==> src/rtl/hazard_sequencer.sv <==
// Pipeline hazard sequencer: stage enables/flushes for load-use, branch and cache-miss hazards.
// Optional performance counters are built only when HAZARD_PERF_CNT_EN is defined.
module hazard_sequencer #(
  parameter int unsigned MISS_TIMEOUT = 1024
) (
  input  logic        clk,
  input  logic        reset,
  input  logic [4:0]  id_rs1,
  input  logic [4:0]  id_rs2,
  input  logic [4:0]  ex_rd,
  input  logic        ex_lw,
  input  logic        mem_take_branch,
  input  logic        icache_busy,
  input  logic        dcache_busy,
  output logic        pc_en,
  output logic        ifid_en,
  output logic        idex_en,
  output logic        exmem_en,
  output logic        memwb_en,
  output logic        ifid_flush,
  output logic        idex_flush,
  output logic        exmem_flush,
  output logic [1:0]  state,
  output logic        timeout_err,
  output logic [31:0] stall_cnt,
  output logic [31:0] flush_cnt
);

  typedef enum logic [1:0] {
    RUN   = 2'd0,
    IWAIT = 2'd1,
    IDROP = 2'd2
  } state_e;

  localparam logic [15:0] TIMEOUT_CNT = 16'(MISS_TIMEOUT);

  state_e      state_q, state_d;
  logic [15:0] busy_cnt_q, busy_cnt_d;
  logic        timeout_err_q, timeout_err_d;
  logic        load_use;
  logic        branch_flush;
  logic        any_busy;

  assign load_use     = ex_lw && (ex_rd != 5'd0) && ((ex_rd == id_rs1) || (ex_rd == id_rs2));
  assign branch_flush = mem_take_branch && !dcache_busy;
  assign any_busy     = icache_busy || dcache_busy;

  always_ff @(posedge clk or posedge reset) begin
    if (reset) begin
      state_q       <= RUN;
      busy_cnt_q    <= 16'd0;
      timeout_err_q <= 1'b0;
    end else begin
      state_q       <= state_d;
      busy_cnt_q    <= busy_cnt_d;
      timeout_err_q <= timeout_err_d;
    end
  end

  // Priority: dcache miss freezes everything, then branch redirect, then per-state hazards.
  always_comb begin
    pc_en       = 1'b1;
    ifid_en     = 1'b1;
    idex_en     = 1'b1;
    exmem_en    = 1'b1;
    memwb_en    = 1'b1;
    ifid_flush  = 1'b0;
    idex_flush  = 1'b0;
    exmem_flush = 1'b0;
    state_d     = state_q;
    if (dcache_busy) begin
      pc_en    = 1'b0;
      ifid_en  = 1'b0;
      idex_en  = 1'b0;
      exmem_en = 1'b0;
      memwb_en = 1'b0;
    end else if (mem_take_branch) begin
      ifid_flush  = 1'b1;
      idex_flush  = 1'b1;
      exmem_flush = 1'b1;
      state_d     = icache_busy ? IDROP : RUN;
    end else begin
      unique case (state_q)
        RUN: begin
          if (load_use) begin
            pc_en      = 1'b0;
            ifid_en    = 1'b0;
            idex_flush = 1'b1;
          end else if (icache_busy) begin
            pc_en      = 1'b0;
            ifid_flush = 1'b1;
            state_d    = IWAIT;
          end
        end
        IWAIT: begin
          if (icache_busy) begin
            pc_en      = 1'b0;
            ifid_flush = 1'b1;
          end else begin
            state_d = RUN;
          end
        end
        IDROP: begin
          // The fetch in flight belongs to the abandoned path; drop it when it lands.
          pc_en      = 1'b0;
          ifid_flush = 1'b1;
          if (!icache_busy) state_d = RUN;
        end
        default: state_d = RUN;
      endcase
    end
  end

  always_comb begin
    busy_cnt_d = 16'd0;
    if (any_busy) begin
      busy_cnt_d = (busy_cnt_q == 16'hFFFF) ? busy_cnt_q : busy_cnt_q + 16'd1;
    end
    timeout_err_d = timeout_err_q || (any_busy && (busy_cnt_d == TIMEOUT_CNT));
  end

  assign state       = state_q;
  assign timeout_err = timeout_err_q;

`ifdef HAZARD_PERF_CNT_EN
  logic [31:0] stall_cnt_q, stall_cnt_d;
  logic [31:0] flush_cnt_q, flush_cnt_d;

  always_comb begin
    stall_cnt_d = stall_cnt_q;
    flush_cnt_d = flush_cnt_q;
    if (!pc_en)       stall_cnt_d = stall_cnt_q + 32'd1;
    if (branch_flush) flush_cnt_d = flush_cnt_q + 32'd1;
  end

  always_ff @(posedge clk or posedge reset) begin
    if (reset) begin
      stall_cnt_q <= 32'd0;
      flush_cnt_q <= 32'd0;
    end else begin
      stall_cnt_q <= stall_cnt_d;
      flush_cnt_q <= flush_cnt_d;
    end
  end

  assign stall_cnt = stall_cnt_q;
  assign flush_cnt = flush_cnt_q;
`else
  logic unused_perf;
  assign unused_perf = branch_flush;
  assign stall_cnt   = 32'd0;
  assign flush_cnt   = 32'd0;
`endif

endmodule

==> config.mk <==
export PLATFORM = sky130hd
export DESIGN_NAME = hazard_sequencer
export DESIGN_NICKNAME = d
export VERILOG_FILES = /design/src/rtl/hazard_sequencer.sv
export SDC_FILE = /design/constraint.sdc
export NUM_CORES = 1
export LEC_CHECK = 0
export ABC_CLOCK_PERIOD_IN_PS = 2000
export CORE_MARGIN = 8
export CORE_UTILIZATION = 58
export CTS_CLUSTER_SIZE = 28
export DETAILED_ROUTE_END_ITERATION = 8
export DONT_BUFFER_PORTS = 1
export HOLD_SLACK_MARGIN = 0.1
export PLACE_DENSITY = 0.76
export SLEW_MARGIN = 40
export SYNTH_ARGS = -nofsm -noshare
export SYNTH_HDL_FRONTEND = slang
export SYNTH_SLANG_ARGS = --single-unit
==> constraint.sdc <==
create_clock -name clk -period 2 [get_ports clk]
set_input_delay 0.4 -clock clk [delete_from_list [all_inputs] [get_ports clk]]
set_output_delay 0.4 -clock clk [all_outputs]
set_load 0.03 [all_outputs]
=== Word level (Yosys, flattened, before mapping) ===
Index checks and enable logic that the tools add are counted.

* Register bits: 19
* Output and inout bits: 75
* Word-level logic and storage cells: 53

* Add/sub/neg operators: 1
* Equality and inequality tests: 9
* Muxes and demuxes: 29
* Bitwise logic cells: 1
* Reductions and logical operators: 10

{| class="wikitable"
|+ Operators with widths
! kind !! number
|-
| 16-bit 2-to-1 mux || 2
|-
| 1-bit 2-to-1 mux || 19
|-
| 16-bit by 1-bit adder with 16-bit output (second input constant) || 1
|-
| 16-bit by 11-bit equality test with 1-bit output (second input constant) || 1
|-
| 16-bit equality test (second input constant) || 1
|-
| 5-bit equality test || 2
|-
| 2-bit 2-to-1 mux || 5
|-
| 3-bit inequality test (second input constant) || 3
|-
| 1-bit one-hot mux with 3 select lines || 2
|-
| 5-bit nonzero test || 1
|-
| 2-bit one-hot mux with 2 select lines || 1
|-
| 4-bit AND reduction || 1
|-
| 1-bit logical AND || 3
|-
| 1-bit logical OR || 3
|-
| 2-bit by 1-bit equality test with 1-bit output (second input constant) || 1
|-
| 2-bit equality test (second input constant) || 1
|-
| 2-bit zero test || 1
|-
| 2-bit OR reduction || 1
|-
| 1-bit NOT || 1
|}

=== Depth between registers and ports, before layout ===
* Depth in word-level cells: 7
* Gate-level depth with buffers: 9

=== Worst setup path before layout ===
No wires, ideal clock.

* Kind: input to output
* Start point: input ex_rd[1]
* End point: output ifid_flush
* Data arrival time: 2.263 ns
* Required time: 1.600 ns
* Path slack: -0.663 ns
* Cell stages on the path: 4
* Path buffers: 0
* Cell sequence: or4_1 > o211ai_1 > a21oi_1 > o41ai_1

* Longest elaborated chain between the ends: 7
* Elaborated cells between the ends (all ways): 10
* Classes of those cells: 2 x eq/ne; 4 x mux; 4 x reduce/logical

{| class="wikitable"
|+ RTL lines
! element !! RTL line !! source
|-
| start, declared || 10 || <nowiki>input logic [4:0] ex_rd,</nowiki>
|-
| 5-bit equality test or 5-bit nonzero test (tied branches) || 44 || <nowiki>assign load_use = ex_lw && (ex_rd != 5'd0) && ((ex_rd == id_rs1) || (ex_rd == id_rs2));</nowiki>
|-
| 1-bit logical OR or 1-bit logical AND (tied branches) || 44 ||
|-
| 1-bit logical AND (*) || 44 ||
|-
| 1-bit 2-to-1 mux (*) || 85 || <nowiki>if (load_use) begin</nowiki>
|-
| 1-bit one-hot mux with 3 select lines (*) || 83 || <nowiki>unique case (state_q)</nowiki>
|-
| 1-bit 2-to-1 mux (*) || 77 || <nowiki>end else if (mem_take_branch) begin</nowiki>
|-
| 1-bit 2-to-1 mux (*) || 71 || <nowiki>if (dcache_busy) begin</nowiki>
|-
| end, declared || 20 || <nowiki>output logic ifid_flush,</nowiki>
|}

Every way passes the cells marked *; elsewhere a longest branch is shown, timed or not.

=== Worst setup path after layout ===
Same ends and word-level chain as after synthesis.

==> flow_metrics.tcl <==
set metrics [dict create \
    startpoint_type "input port" \
    num_vias 1499 \
    yosys-top-cells-count "buf_4, dfrtp_1, nand2_1" \
    yosys.cell_types.count 48 \
    post-route-util_pct 62.74 \
    maxCapViolations 0 \
    fin_worst_skew_ps 1.764 \
    r2r_end "timeout_err" \
    top_level_ports 96 \
    diodes 0 \
    setup_tns_ps -121.0 \
    slew_violations 0 \
    initialDrtViolationCount 79 \
    yosysMostFrequentCell "buf_4" \
    rows 21 \
    worstPathRequired_ps 1600 \
    fin_nets 283 \
    core_area_um2 3284 \
    clk_latency_ps 300 \
    synth_flop_cell "dfrtp_1" \
    cts_buffers 3 \
    antenna_found_initial 0 \
    async_reset_ff_share_pct 100.0 \
    die_w_um 74.09 \
    fp.dieH_um 74.09 \
    violations "negative setup slack" \
    final_area_um2 2061 \
    track_usage_pct 15.30 \
    dieArea_um2 5489 \
    end_kind "primary output" \
    critPathKind "input port to primary output" \
    min_period_ps 2112 \
    setup_ws_ps -111.9 \
    drtPass1Iterations 4 \
    wl_per_cell_um 14.18 \
    grt_pass1_wl_um 6755 \
    grt_pass1_vias 1523 \
    cts.clk_slew.worst_paths_ps 110 \
    clock-sinks 19 \
    port_buffers 0 \
    crit_start "ex_rd[1]" \
    rsz0062_at_grt "true" \
    vias_per_cell 4.964 \
    n_fill_cell 300 \
    endpoint "ifid_flush" \
    synth_seq_cells 19 \
    ff2ff_path_depth 6 \
    globalplace.congestion 0.8665 \
    hp-class "input port to asynchronous set/reset pin" \
    cts-root-buf "clkbuf_4" \
    seq_area_frac_synth_pct 24.30 \
    cp_max_fo 3 \
    syn_area_um2 1957 \
    htreeDepth 1 \
    r2r_slack_ps 100 \
    synth_warnings 0 \
    area_growth_pct 5.307 \
    gr-total-overflow 0 \
    synthDominantAreaCellType "buf_4" \
    syn_inst 234 \
    synth.area.top_cells "buf_4, dfrtp_1, xnor2_1, nand2_1, ha_1" \
    ir_drop_uv 535.2 \
    tightest_slew_ps 729.9 \
    syn_avg_cell_area_um2 8.363 \
    hold_viol 0 \
    grt_max_degree 20 \
    power.leakage_uw 0.0009680 \
    r2r_start "busy_cnt_q[5]" \
    synth_edf_count 0 \
    max_slew_margin_pct 51.28 \
    run_status "finished, violations left" \
    drt_wl_total_um 4282 \
    synthDominantCellAreaShare_pct 25.32 \
    fin_total_pwr_uw 1471 \
    cts_tree "built" \
    dp_hpwl_um 3354 \
    arrival_ps 1710 \
    fmax_ghz 0.4735 \
    drc_errors 0 \
    finalSetupViolCount 2 \
    postRouteAntennaNets 0 \
    clock_path_buffers 2 \
    placed_area_um2 1947 \
    power.density_nw_per_um2 713.8 \
    start_util_pct 59.58 \
    finalCritPeriodShare_pct 105.6 \
    layout-drive-gt1-share_pct 21.88 \
]
[sequential cells by signal, summed over array words and instances (netlist names)]
register     count
busy_cnt_q      16
state            2
timeout_err      1
[report_power, final]
part | switching, µW | total [µW] | internal (µW)
Clock | 123 | 201 | 77.7
Combinational | 511 | 804 | 293
Sequential | 38.1 | 466 | 428
Total | 673 | 1470 | 798
[metal layers]
layer	global-route usage [%]	wire length, µm	vias up
met2	26.17	2091	74
met5	0	0	-
met1	17.64	1767	703
li1	-	-	716
met4	4.435	51	0
met3	4.987	373	6
[cell families after synthesis]
family                   synth area share, %
flip-flops                             24.30
buffers and inverters                  30.05
AO/OA/AOI/OAI                          11.96
XOR/XNOR                               8.057
multiplexers                           3.645
adder cells (fa/ha/maj)                3.772
other                                 0.1916
AND/OR/NAND/NOR                        18.03
[critical path, stage by stage]
cell      delay, ps
or4_4           520
o211ai_1        260
a21oi_2         130
o41ai_4         200
buf_4           200
[placed cells by master, fill, tap and decap left out, drive strengths merged, types with 3 or more instances in the layout]
| cell type | instances |
|---|---|
| a211oi | 3 |
| inv | 9 |
| nand2 | 17 |
| conb | 64 |
| clkbuf | 4 |
| o21ai | 7 |
| nor3 | 5 |
| ha | 5 |
| buf | 30 |
| nor2 | 16 |
| and4 | 6 |
| dfrtp | 19 |
| a21oi | 7 |
| mux2i | 6 |
| xnor2 | 15 |
| xor2 | 3 |
| nand3 | 7 |
[worst min path at each step]
stage	endpoint	cells past startpoint	startpoint
after floorplan	busy_cnt_q[0]	1	reset
after CTS	busy_cnt_q[3]	1	reset
after global placement	busy_cnt_q[3]	1	reset
after detailed placement	busy_cnt_q[3]	1	reset
after global routing	busy_cnt_q[3]	1	reset
final	busy_cnt_q[3]	1	reset
[final cells by class]
class | count | area [µm²] | share of cell area, %
tap | 46 | 57.56 | 2.793
sequential | 19 | 475.5 | 23.07
inverter | 9 | 33.78 | 1.639
clock buffer | 4 | 26.28 | 1.275
timing repair buffer | 30 | 241.5 | 11.72
multi-input combinational | 194 | 1226 | 59.50
[repair_timing]
item,in CTS,in global routing
hold endpoints to repair,0,0
setup buffers,1,1
hold buffers,0,0
setup endpoints to repair,3,6
gates resized for setup,3,14
pin swaps,2,4
[through the flow]
step           worst slack (ps)  std cells  hold slack (ps)
3_5_place_dp             -178.3        296            463.5
3_3_place_gp             -142.6        296            449.9
5_1_grt                  -135.7        302            146.5
6_report                 -111.9        302            94.13
2_1_floorplan            -126.0        297            351.1
4_1_cts                  -126.5        301            122.7
Note: power is estimated with default switching activity, not from simulation.
